===== src/rtl/mdio_phy_responder.sv =====
`default_nettype none
// ============================================================================
// Module      : mdio_phy_responder
// Description : Clause-22 MDIO slave. It oversamples MDC/MDIO in the clk
//               domain, decodes read/write frames addressed to PHY_ADDR and
//               serves a 32 x 16-bit register file (regs 1-3 read-only).
// Revision    : 1.0 - initial release
// ============================================================================
module mdio_phy_responder #(
    parameter logic [4:0]  PHY_ADDR = 5'd1,
    parameter logic [15:0] PHY_ID1  = 16'h0141,
    parameter logic [15:0] PHY_ID2  = 16'h0DD1
) (
    input  logic        clk,
    input  logic        rst,
    input  logic        mdc,
    input  logic        mdio_i,
    output logic        mdio_o,
    output logic        mdio_t,
    input  logic        link_up,
    output logic        wr_strobe,
    output logic [4:0]  wr_addr,
    output logic [15:0] wr_data,
    output logic        rd_strobe
);

    typedef enum logic [2:0] {
        S_IDLE  = 3'd0,
        S_ST    = 3'd1,
        S_OP    = 3'd2,
        S_PHYAD = 3'd3,
        S_REGAD = 3'd4,
        S_TA    = 3'd5,
        S_RDATA = 3'd6,
        S_WDATA = 3'd7
    } state_t;

    localparam logic [15:0] REG0_DEFAULT = 16'h1140;
    localparam logic [15:0] REG1_BASE    = 16'h7849;

    // Synchroniser chains and the delayed MDC copy used for edge detection
    logic [1:0]  mdc_sync_q, mdio_sync_q, link_sync_q;
    logic        mdc_prev_q;

    state_t      state_q, state_d;
    logic [5:0]  pre_cnt_q, pre_cnt_d;      // preamble ones, saturates at 32
    logic [4:0]  bit_cnt_q, bit_cnt_d;
    logic        op_bit_q, op_bit_d;        // first opcode bit
    logic        is_read_q, is_read_d;
    logic [4:0]  addr_q, addr_d;            // PHYAD, then REGAD
    logic [15:0] shift_q, shift_d;
    logic        mdio_o_q, mdio_o_d;
    logic        mdio_t_q, mdio_t_d;
    logic        wr_strobe_q, wr_strobe_d;
    logic        rd_strobe_q, rd_strobe_d;
    logic [4:0]  wr_addr_q, wr_addr_d;
    logic [15:0] wr_data_q, wr_data_d;
    logic [15:0] regs_q [32];
    logic [15:0] regs_d [32];

    logic        mdc_edge;
    logic        mdio_bit;
    logic [4:0]  rd_addr;
    logic [15:0] rd_val;

    assign mdc_edge = mdc_sync_q[1] & ~mdc_prev_q;
    assign mdio_bit = mdio_sync_q[1];
    // The read address completes on the same edge that samples REGAD bit 0
    assign rd_addr  = {addr_q[3:0], mdio_bit};

    // Register-file read mux with the read-only identity/status overlays
    always_comb begin
        rd_val = regs_q[rd_addr];
        case (rd_addr)
            5'd1:    rd_val = REG1_BASE | {13'd0, link_sync_q[1], 2'b00};
            5'd2:    rd_val = PHY_ID1;
            5'd3:    rd_val = PHY_ID2;
            default: rd_val = regs_q[rd_addr];
        endcase
    end

    // Frame decoder: advances only on synchronised MDC rising edges
    always_comb begin
        state_d     = state_q;
        pre_cnt_d   = pre_cnt_q;
        bit_cnt_d   = bit_cnt_q;
        op_bit_d    = op_bit_q;
        is_read_d   = is_read_q;
        addr_d      = addr_q;
        shift_d     = shift_q;
        mdio_o_d    = mdio_o_q;
        mdio_t_d    = mdio_t_q;
        wr_strobe_d = 1'b0;
        rd_strobe_d = 1'b0;
        wr_addr_d   = wr_addr_q;
        wr_data_d   = wr_data_q;
        regs_d      = regs_q;

        if (mdc_edge) begin
            case (state_q)
                S_IDLE: begin
                    if (mdio_bit) begin
                        if (pre_cnt_q != 6'd32) pre_cnt_d = pre_cnt_q + 6'd1;
                    end else begin
                        if (pre_cnt_q == 6'd32) state_d = S_ST;
                        pre_cnt_d = 6'd0;
                    end
                end
                S_ST: begin
                    if (mdio_bit) begin
                        state_d   = S_OP;
                        bit_cnt_d = 5'd0;
                    end else begin
                        state_d   = S_IDLE;
                        pre_cnt_d = 6'd0;
                    end
                end
                S_OP: begin
                    if (bit_cnt_q == 5'd0) begin
                        op_bit_d  = mdio_bit;
                        bit_cnt_d = 5'd1;
                    end else if (op_bit_q != mdio_bit) begin
                        is_read_d = op_bit_q;   // "10" read, "01" write
                        state_d   = S_PHYAD;
                        bit_cnt_d = 5'd0;
                        addr_d    = 5'd0;
                    end else begin
                        state_d   = S_IDLE;
                        pre_cnt_d = 6'd0;
                    end
                end
                S_PHYAD: begin
                    addr_d = {addr_q[3:0], mdio_bit};
                    if (bit_cnt_q == 5'd4) begin
                        bit_cnt_d = 5'd0;
                        if (addr_d == PHY_ADDR) begin
                            state_d = S_REGAD;
                        end else begin
                            state_d   = S_IDLE;
                            pre_cnt_d = 6'd0;
                        end
                    end else begin
                        bit_cnt_d = bit_cnt_q + 5'd1;
                    end
                end
                S_REGAD: begin
                    addr_d = rd_addr;
                    if (bit_cnt_q == 5'd4) begin
                        state_d   = S_TA;
                        bit_cnt_d = 5'd0;
                        if (is_read_q) begin
                            shift_d     = rd_val;
                            rd_strobe_d = 1'b1;
                        end
                    end else begin
                        bit_cnt_d = bit_cnt_q + 5'd1;
                    end
                end
                S_TA: begin
                    if (is_read_q) begin
                        if (bit_cnt_q == 5'd0) begin
                            mdio_t_d  = 1'b0;
                            mdio_o_d  = 1'b0;
                            bit_cnt_d = 5'd1;
                        end else begin
                            mdio_o_d  = shift_q[15];
                            shift_d   = {shift_q[14:0], 1'b0};
                            state_d   = S_RDATA;
                            bit_cnt_d = 5'd1;
                        end
                    end else if (bit_cnt_q == 5'd0 && mdio_bit) begin
                        bit_cnt_d = 5'd1;
                    end else if (bit_cnt_q == 5'd1 && !mdio_bit) begin
                        state_d   = S_WDATA;
                        bit_cnt_d = 5'd0;
                    end else begin
                        state_d   = S_IDLE;
                        pre_cnt_d = 6'd0;
                    end
                end
                S_RDATA: begin
                    if (bit_cnt_q == 5'd16) begin
                        mdio_t_d  = 1'b1;
                        mdio_o_d  = 1'b0;
                        state_d   = S_IDLE;
                        pre_cnt_d = 6'd0;
                    end else begin
                        mdio_o_d  = shift_q[15];
                        shift_d   = {shift_q[14:0], 1'b0};
                        bit_cnt_d = bit_cnt_q + 5'd1;
                    end
                end
                S_WDATA: begin
                    shift_d = {shift_q[14:0], mdio_bit};
                    if (bit_cnt_q == 5'd15) begin
                        wr_strobe_d = 1'b1;
                        wr_addr_d   = addr_q;
                        wr_data_d   = shift_d;
                        case (addr_q)
                            5'd0:    regs_d[0] = shift_d[15] ? REG0_DEFAULT : shift_d;
                            5'd1, 5'd2, 5'd3: ;  // read-only, strobe only
                            default: regs_d[addr_q] = shift_d;
                        endcase
                        state_d   = S_IDLE;
                        pre_cnt_d = 6'd0;
                    end else begin
                        bit_cnt_d = bit_cnt_q + 5'd1;
                    end
                end
                default: begin
                    state_d   = S_IDLE;
                    pre_cnt_d = 6'd0;
                end
            endcase
        end
    end

    // All state registers; reset releases the pad immediately
    always_ff @(posedge clk or posedge rst) begin
        if (rst) begin
            mdc_sync_q  <= 2'b00;
            mdio_sync_q <= 2'b00;
            link_sync_q <= 2'b00;
            mdc_prev_q  <= 1'b0;
            state_q     <= S_IDLE;
            pre_cnt_q   <= 6'd0;
            bit_cnt_q   <= 5'd0;
            op_bit_q    <= 1'b0;
            is_read_q   <= 1'b0;
            addr_q      <= 5'd0;
            shift_q     <= 16'd0;
            mdio_o_q    <= 1'b0;
            mdio_t_q    <= 1'b1;
            wr_strobe_q <= 1'b0;
            rd_strobe_q <= 1'b0;
            wr_addr_q   <= 5'd0;
            wr_data_q   <= 16'd0;
            for (int i = 0; i < 32; i++) begin
                regs_q[i] <= (i == 0) ? REG0_DEFAULT : 16'h0000;
            end
        end else begin
            mdc_sync_q  <= {mdc_sync_q[0], mdc};
            mdio_sync_q <= {mdio_sync_q[0], mdio_i};
            link_sync_q <= {link_sync_q[0], link_up};
            mdc_prev_q  <= mdc_sync_q[1];
            state_q     <= state_d;
            pre_cnt_q   <= pre_cnt_d;
            bit_cnt_q   <= bit_cnt_d;
            op_bit_q    <= op_bit_d;
            is_read_q   <= is_read_d;
            addr_q      <= addr_d;
            shift_q     <= shift_d;
            mdio_o_q    <= mdio_o_d;
            mdio_t_q    <= mdio_t_d;
            wr_strobe_q <= wr_strobe_d;
            rd_strobe_q <= rd_strobe_d;
            wr_addr_q   <= wr_addr_d;
            wr_data_q   <= wr_data_d;
            regs_q      <= regs_d;
        end
    end

    assign mdio_o    = mdio_o_q;
    assign mdio_t    = mdio_t_q;
    assign wr_strobe = wr_strobe_q;
    assign rd_strobe = rd_strobe_q;
    assign wr_addr   = wr_addr_q;
    assign wr_data   = wr_data_q;

endmodule
`default_nettype wire


===== config.mk =====
export PLATFORM = sky130hd
export DESIGN_NAME = mdio_phy_responder
export DESIGN_NICKNAME = d
export VERILOG_FILES = /design/src/rtl/mdio_phy_responder.sv
export SDC_FILE = /design/constraint.sdc
export NUM_CORES = 1
export LEC_CHECK = 0
export CORE_MARGIN = 4
export CORE_UTILIZATION = 33
export DETAILED_ROUTE_END_ITERATION = 6
export RECOVER_POWER = 50
export SLEW_MARGIN = 30
export SYNTH_ARGS = -nofsm -noshare
export SYNTH_HDL_FRONTEND = slang
export SYNTH_SLANG_ARGS = --single-unit

===== constraint.sdc =====
create_clock -name clk -period 26 [get_ports clk]
set_input_delay 5.2 -clock clk [delete_from_list [all_inputs] [get_ports clk]]
set_output_delay 5.2 -clock clk [all_outputs]
set_load 0.01 [all_outputs]

## Word-level counts from Yosys, hierarchy flattened

Index checks and enable logic that the tools add are counted.

| storage, ports and cells | value |
|---|---|
| output and inout port bits | 25 |
| bits of input ports | 5 |
| word-level logic and storage cells | 204 |
| flip-flop bits (word level) | 581 |

| operators by class | value |
|---|---|
| reductions and logical operators | 27 |
| magnitude comparators | 3 |
| add/subtract/negate cells | 2 |
| multiplexer cells | 70 |
| eq/ne operators | 46 |
| bitwise gates (word level) | 7 |

Operators by type and width:

| kind | count |
|---|---|
| 512-bit bitwise mux | 1 |
| 16-bit two-way mux | 8 |
| 16-bit binary-select mux with 5-bit select | 1 |
| 16-bit demux with 5-bit select | 1 |
| 6-bit two-way mux | 12 |
| 16-bit one-hot mux with 4 select lines | 1 |
| 5-bit two-way mux | 10 |
| 16-bit one-hot mux with 3 select lines | 1 |
| 2-bit inequality test, second input constant | 21 |
| 6-bit one-hot mux with 7 select lines | 1 |
| 3-bit two-way mux | 12 |
| 16-bit one-hot mux with 2 select lines | 1 |
| 5-bit one-hot mux with 6 select lines | 1 |
| 3-bit one-hot mux with 8 select lines | 1 |
| 5-bit by 2-bit equality test with 1-bit output, second input constant | 4 |
| 4-bit AND reduction | 4 |
| 5-bit by 1-bit equality test with 1-bit output, second input constant | 3 |
| 15-bit two-way mux | 1 |
| 7-bit AND reduction | 2 |
| 1-bit two-way mux | 13 |
| 13-bit AND reduction | 1 |
| 3-bit equality test, second input constant | 4 |
| 6-bit greater-or-equal comparator, second input constant | 2 |
| 3-bit inequality test, second input constant | 4 |
| 32 further kinds | 45 |

## Longest topological paths before layout

| depth | value |
|---|---|
| depth in word-level cells | 8 |
| gate-level depth with buffers | 10 |

## Least setup slack after synthesis

No wires, ideal clock.

| timing path | value |
|---|---|
| path type | register -> output |
| start | register mdio_t_q (netlist: mdio_t) |
| end | output mdio_t |
| data arrival time | 0.535 ns |
| cell stages (with the launch flop) | 1 |
| data required time | 20.800 ns |
| setup slack | 20.265 ns |
| path buffers | 0 |
| cells stage by stage | dfstp_2 |

RTL lines:

| what | RTL line | text |
|---|---|---|
| start: declaration | 53 | `logic mdio_t_q, mdio_t_d;` |
| start signal: assignment | 254 | `mdio_t_q <= mdio_t_d;` |
| end: declaration | 19 | `output logic mdio_t,` |

No word-level cell between the ends.

## Final worst setup path

| timing path | value |
|---|---|
| start | register mdio_sync_q[1] |
| end | register bit_cnt_q[4] |

| between the ends | value |
|---|---|
| word-level cells in the longest chain between the ends | 4 |

Ends and longest elaborated chain:

| what | RTL line | text |
|---|---|---|
| start: declaration | 42 | `logic [1:0] mdc_sync_q, mdio_sync_q, link_sync_q;` |
| start signal: assignment | 243 | `mdio_sync_q <= {mdio_sync_q[0], mdio_i};` |
| 1-bit logical AND / 1-bit zero test (equally long branches) | 171, 173 |  |
| 5-bit two-way mux / 1-bit logical AND (equally long branches) | 171, 173 |  |
| 5-bit two-way mux / 4-bit inequality test (equally long branches) | n/a |  |
| 5-bit one-hot mux with 6 select lines / 7-bit AND reduction (equally long branches) | n/a |  |
| end signal: assignment | 248 | `bit_cnt_q <= bit_cnt_d;` |
| end: declaration | 47 | `logic [4:0] bit_cnt_q, bit_cnt_d;` |

Several ways; a longest one is shown, not always the timed one.
A chain may end at the register's enable or synchronous reset.

==> metrics.txt <==
status=complete, but fails checks; failing checks=max-capacitance violations, max-slew violations; Crit Path Class=reg2reg; CTS resizes=0; Routed Antenna Nets=0; total gr overflow=0; arrival time at the worst endpoint=10.96 ns; global route hottest layer=met2; DP HPWL=42,200 um; Worst Hold Class=reg2reg; Final nets=1,871; Num CTS Buffers=68; main flop type after synthesis=dfrtp_1; Layout area overhead=11.6%; most common cell after layout, fill and taps aside=dfrtp_1; Reg2Reg Setup Slack=15.52 ns; Clock Skew=0.0270 ns; Final setup viols=0; Global Route met3 Usage=0.0249; Critical Path Sink=bit_cnt_q[4]; gpl congestion=0.792; clock sink count=575; vias in the first global route=17,300; Worst Hold Launch=mdc_sync_q[0]; GR Util met1=0.220; pin count of the biggest net entering global routing=162; Design Area, Final=0.0299 mm^2; Hold Worst Slack=0.334 ns; die width=293 um; post-synth cell types=79; first-pass GRT wire length=108,000 um; Crit Reg-Reg Endpoint=bit_cnt_q[4]; startpoint types=register; period utilisation layout=0.403; reg2reg path depth=5; CP top delay family=buffers and inverters; placed cell areas=0.0279 mm^2; sequential area share after synthesis=0.537; CP bufs+invs=2; RSZ-0062 raised after global routing=no; net count of the mapped netlist=1,930; Hold Buf Count CTS=0; grt met2 use=0.262; # DRC=0; Cell Area, Synth=0.0268 mm^2; max-slew violations=575; Synth warnings=0; Reg clk slew, reported paths=0.06 ns; leakage=13.4 nW; worst-path cell chain=clkbuf_1 > clkinv_1 > o211ai_1 > nand2_1 > mux2_1; slowest stage cell, crit path=clkbuf_1; f_max=95.5 MHz; Avg Cell Area, Syn=14.0 um^2; Synth area leader=dfrtp_1; WL final=69,000 um; clock tree buffer depth=3; antenna diode count=0; Yosys reg bits=575; worst-skew pair later-pin latency=0.61 ns; FFs w/ async S/R, synth=1.00; Placed Instances=2,849; DRT Pass-1 Iters=5; Critical Path Max Stage Delay=5.13 ns; worst-margin pin slew=7.43 ns; Worst setup startpoint=mdio_sync_q[1]; Max FO, Critical Path=112; Synth Instances=1,919; post-synth top area share=0.534; CTS Root Cell=clkbuf_16; via/cell ratio=5.37; most frequent cells in the layout=559 x dfrtp_1, 503 x mux2_2, 84 x mux4_2, 72 x mux2i_1, 70 x clkbuf_16; Core Area=0.0804 mm^2; Starting Density=0.333; Post-synth EDFFs=0; Fin Setup TNS=0 ns; CP Depth=5; DRT iter0 DRCs=1,157; initial antenna violation count=0; Final min period=10.48 ns; largest cells by area after synthesis=dfrtp_1 53%, mux2_2 21%, mux4_2 7.1%; CTS tree=done; drt wl/cell=23.2 um; Die ar.=0.0858 mm^2; layout cells sized above 1=0.396; Hold Vio Cnt, Final=0; H-tree levels=3; worst vdd ir=0.0372 mV; Crit. End Element=register; post-CTS setup buffer count=0; critical path required time=26.49 ns; Port Buffer Count=29; Reg-to-Reg Start=mdio_sync_q[1]; slew margin rel.=-3.95; GRT Overall Usage=0.162; Pwr Density=63.3 mW/mm^2; Vias=16,000; # fillers=7,582; Die Y=293 um; Util after Layout=0.372; Layout Cells excl Fill=2,973; Max Cap Viol=23; I/O pin count=30; # rows=104
## Yosys cell counts, types with 5 or more instances
cell and instances:
and2_1 10, nand3_1 20, o32ai_1 5, a21oi_1 25
a22o_1 10, dfrtp_1 571, o21a_1 6, o211ai_1 5
o31ai_1 13, clkbuf_1 121, mux2i_1 72, buf_2 34
nor2b_1 17, nand2b_1 21, nor4_1 8, a22oi_1 10
and3_1 9, ha_1 6, nor2_1 46, a21o_1 6
nor2_2 15, a221oi_1 7, o21ai_0 37, o22ai_1 19
mux2_2 506, nand3b_1 6, mux4_2 84, buf_4 36
buf_6 7, nand2_1 56, or3_1 7, inv_1 10
nor3_1 9, nor3_4 6, a211oi_1 13
## stage by stage
stage | worst slack (ns) | power (W)
3_3_place_gp | 17.68 | 0.000958
6_report | 15.52 | 0.00189
3_5_place_dp | 17.68 | 0.000960
4_1_cts | 18.33 | 0.00192
5_1_grt | 14.21 | 0.00196
2_1_floorplan | 4.72 | 0.000948
## layout make-up
type | instances | area, um^2 | area share
sequential | 575 | 14400 | 0.482
inverter | 11 | 42.5 | 0.00142
clock inverter | 21 | 190 | 0.00636
multi-input combinational | 1129 | 11200 | 0.375
tap | 1060 | 1330 | 0.0444
timing repair buffer | 75 | 626 | 0.0209
clock buffer | 102 | 2080 | 0.0697
## worst min path at each step
stage	end	slack, ns	depth (start not counted)
2_1_floorplan	link_sync_q[1]	0.33	0
3_3_place_gp	mdc_sync_q[1]	0.34	0
3_5_place_dp	mdio_sync_q[1]	0.34	0
4_1_cts	mdio_sync_q[1]	0.35	0
5_1_grt	mdio_sync_q[1]	0.35	0
6_report	mdc_sync_q[1]	0.33	0
## cells by family after synthesis
group / share of synthesized area
AOI/OAI and AO/OA: 0.0493
xor gates and xnor gates: 0.000654
adders and majority gates: 0.00280
buffers and inverters: 0.0398
DFF: 0.537
muxes: 0.311
and+or+nand+nor: 0.0587
## layer usage
| metal | part of all wire | wire [um] |
|---|---|---|
| met4 | 0.035 | 2400 |
| met3 | 0.042 | 2880 |
| met5 | 0 | 0 |
| met1 | 0.44 | 30700 |
| met2 | 0.48 | 33000 |
## state kept, by name, summed over array words and instances (netlist names)
register     cells
mdio_o           1
wr_data         16
link_sync_q      2
bit_cnt_q        5
state_q          3
mdc_sync_q       2
op_bit_q         1
wr_strobe        1
mdio_t           1
addr_q           5
shift_q         16
wr_addr          5
is_read_q        1
regs_q         506
mdc_prev_q       1
mdio_sync_q      2
rd_strobe        1
pre_cnt_q        6
## where the power goes
group	leakage [nW]	internal, W	switching [W]
registers	7.98	0.000898	0.00000308
logic	4.34	0.0000117	0.0000306
clock network	1.12	0.000567	0.000383
Power figures use the tool's default switching activity.
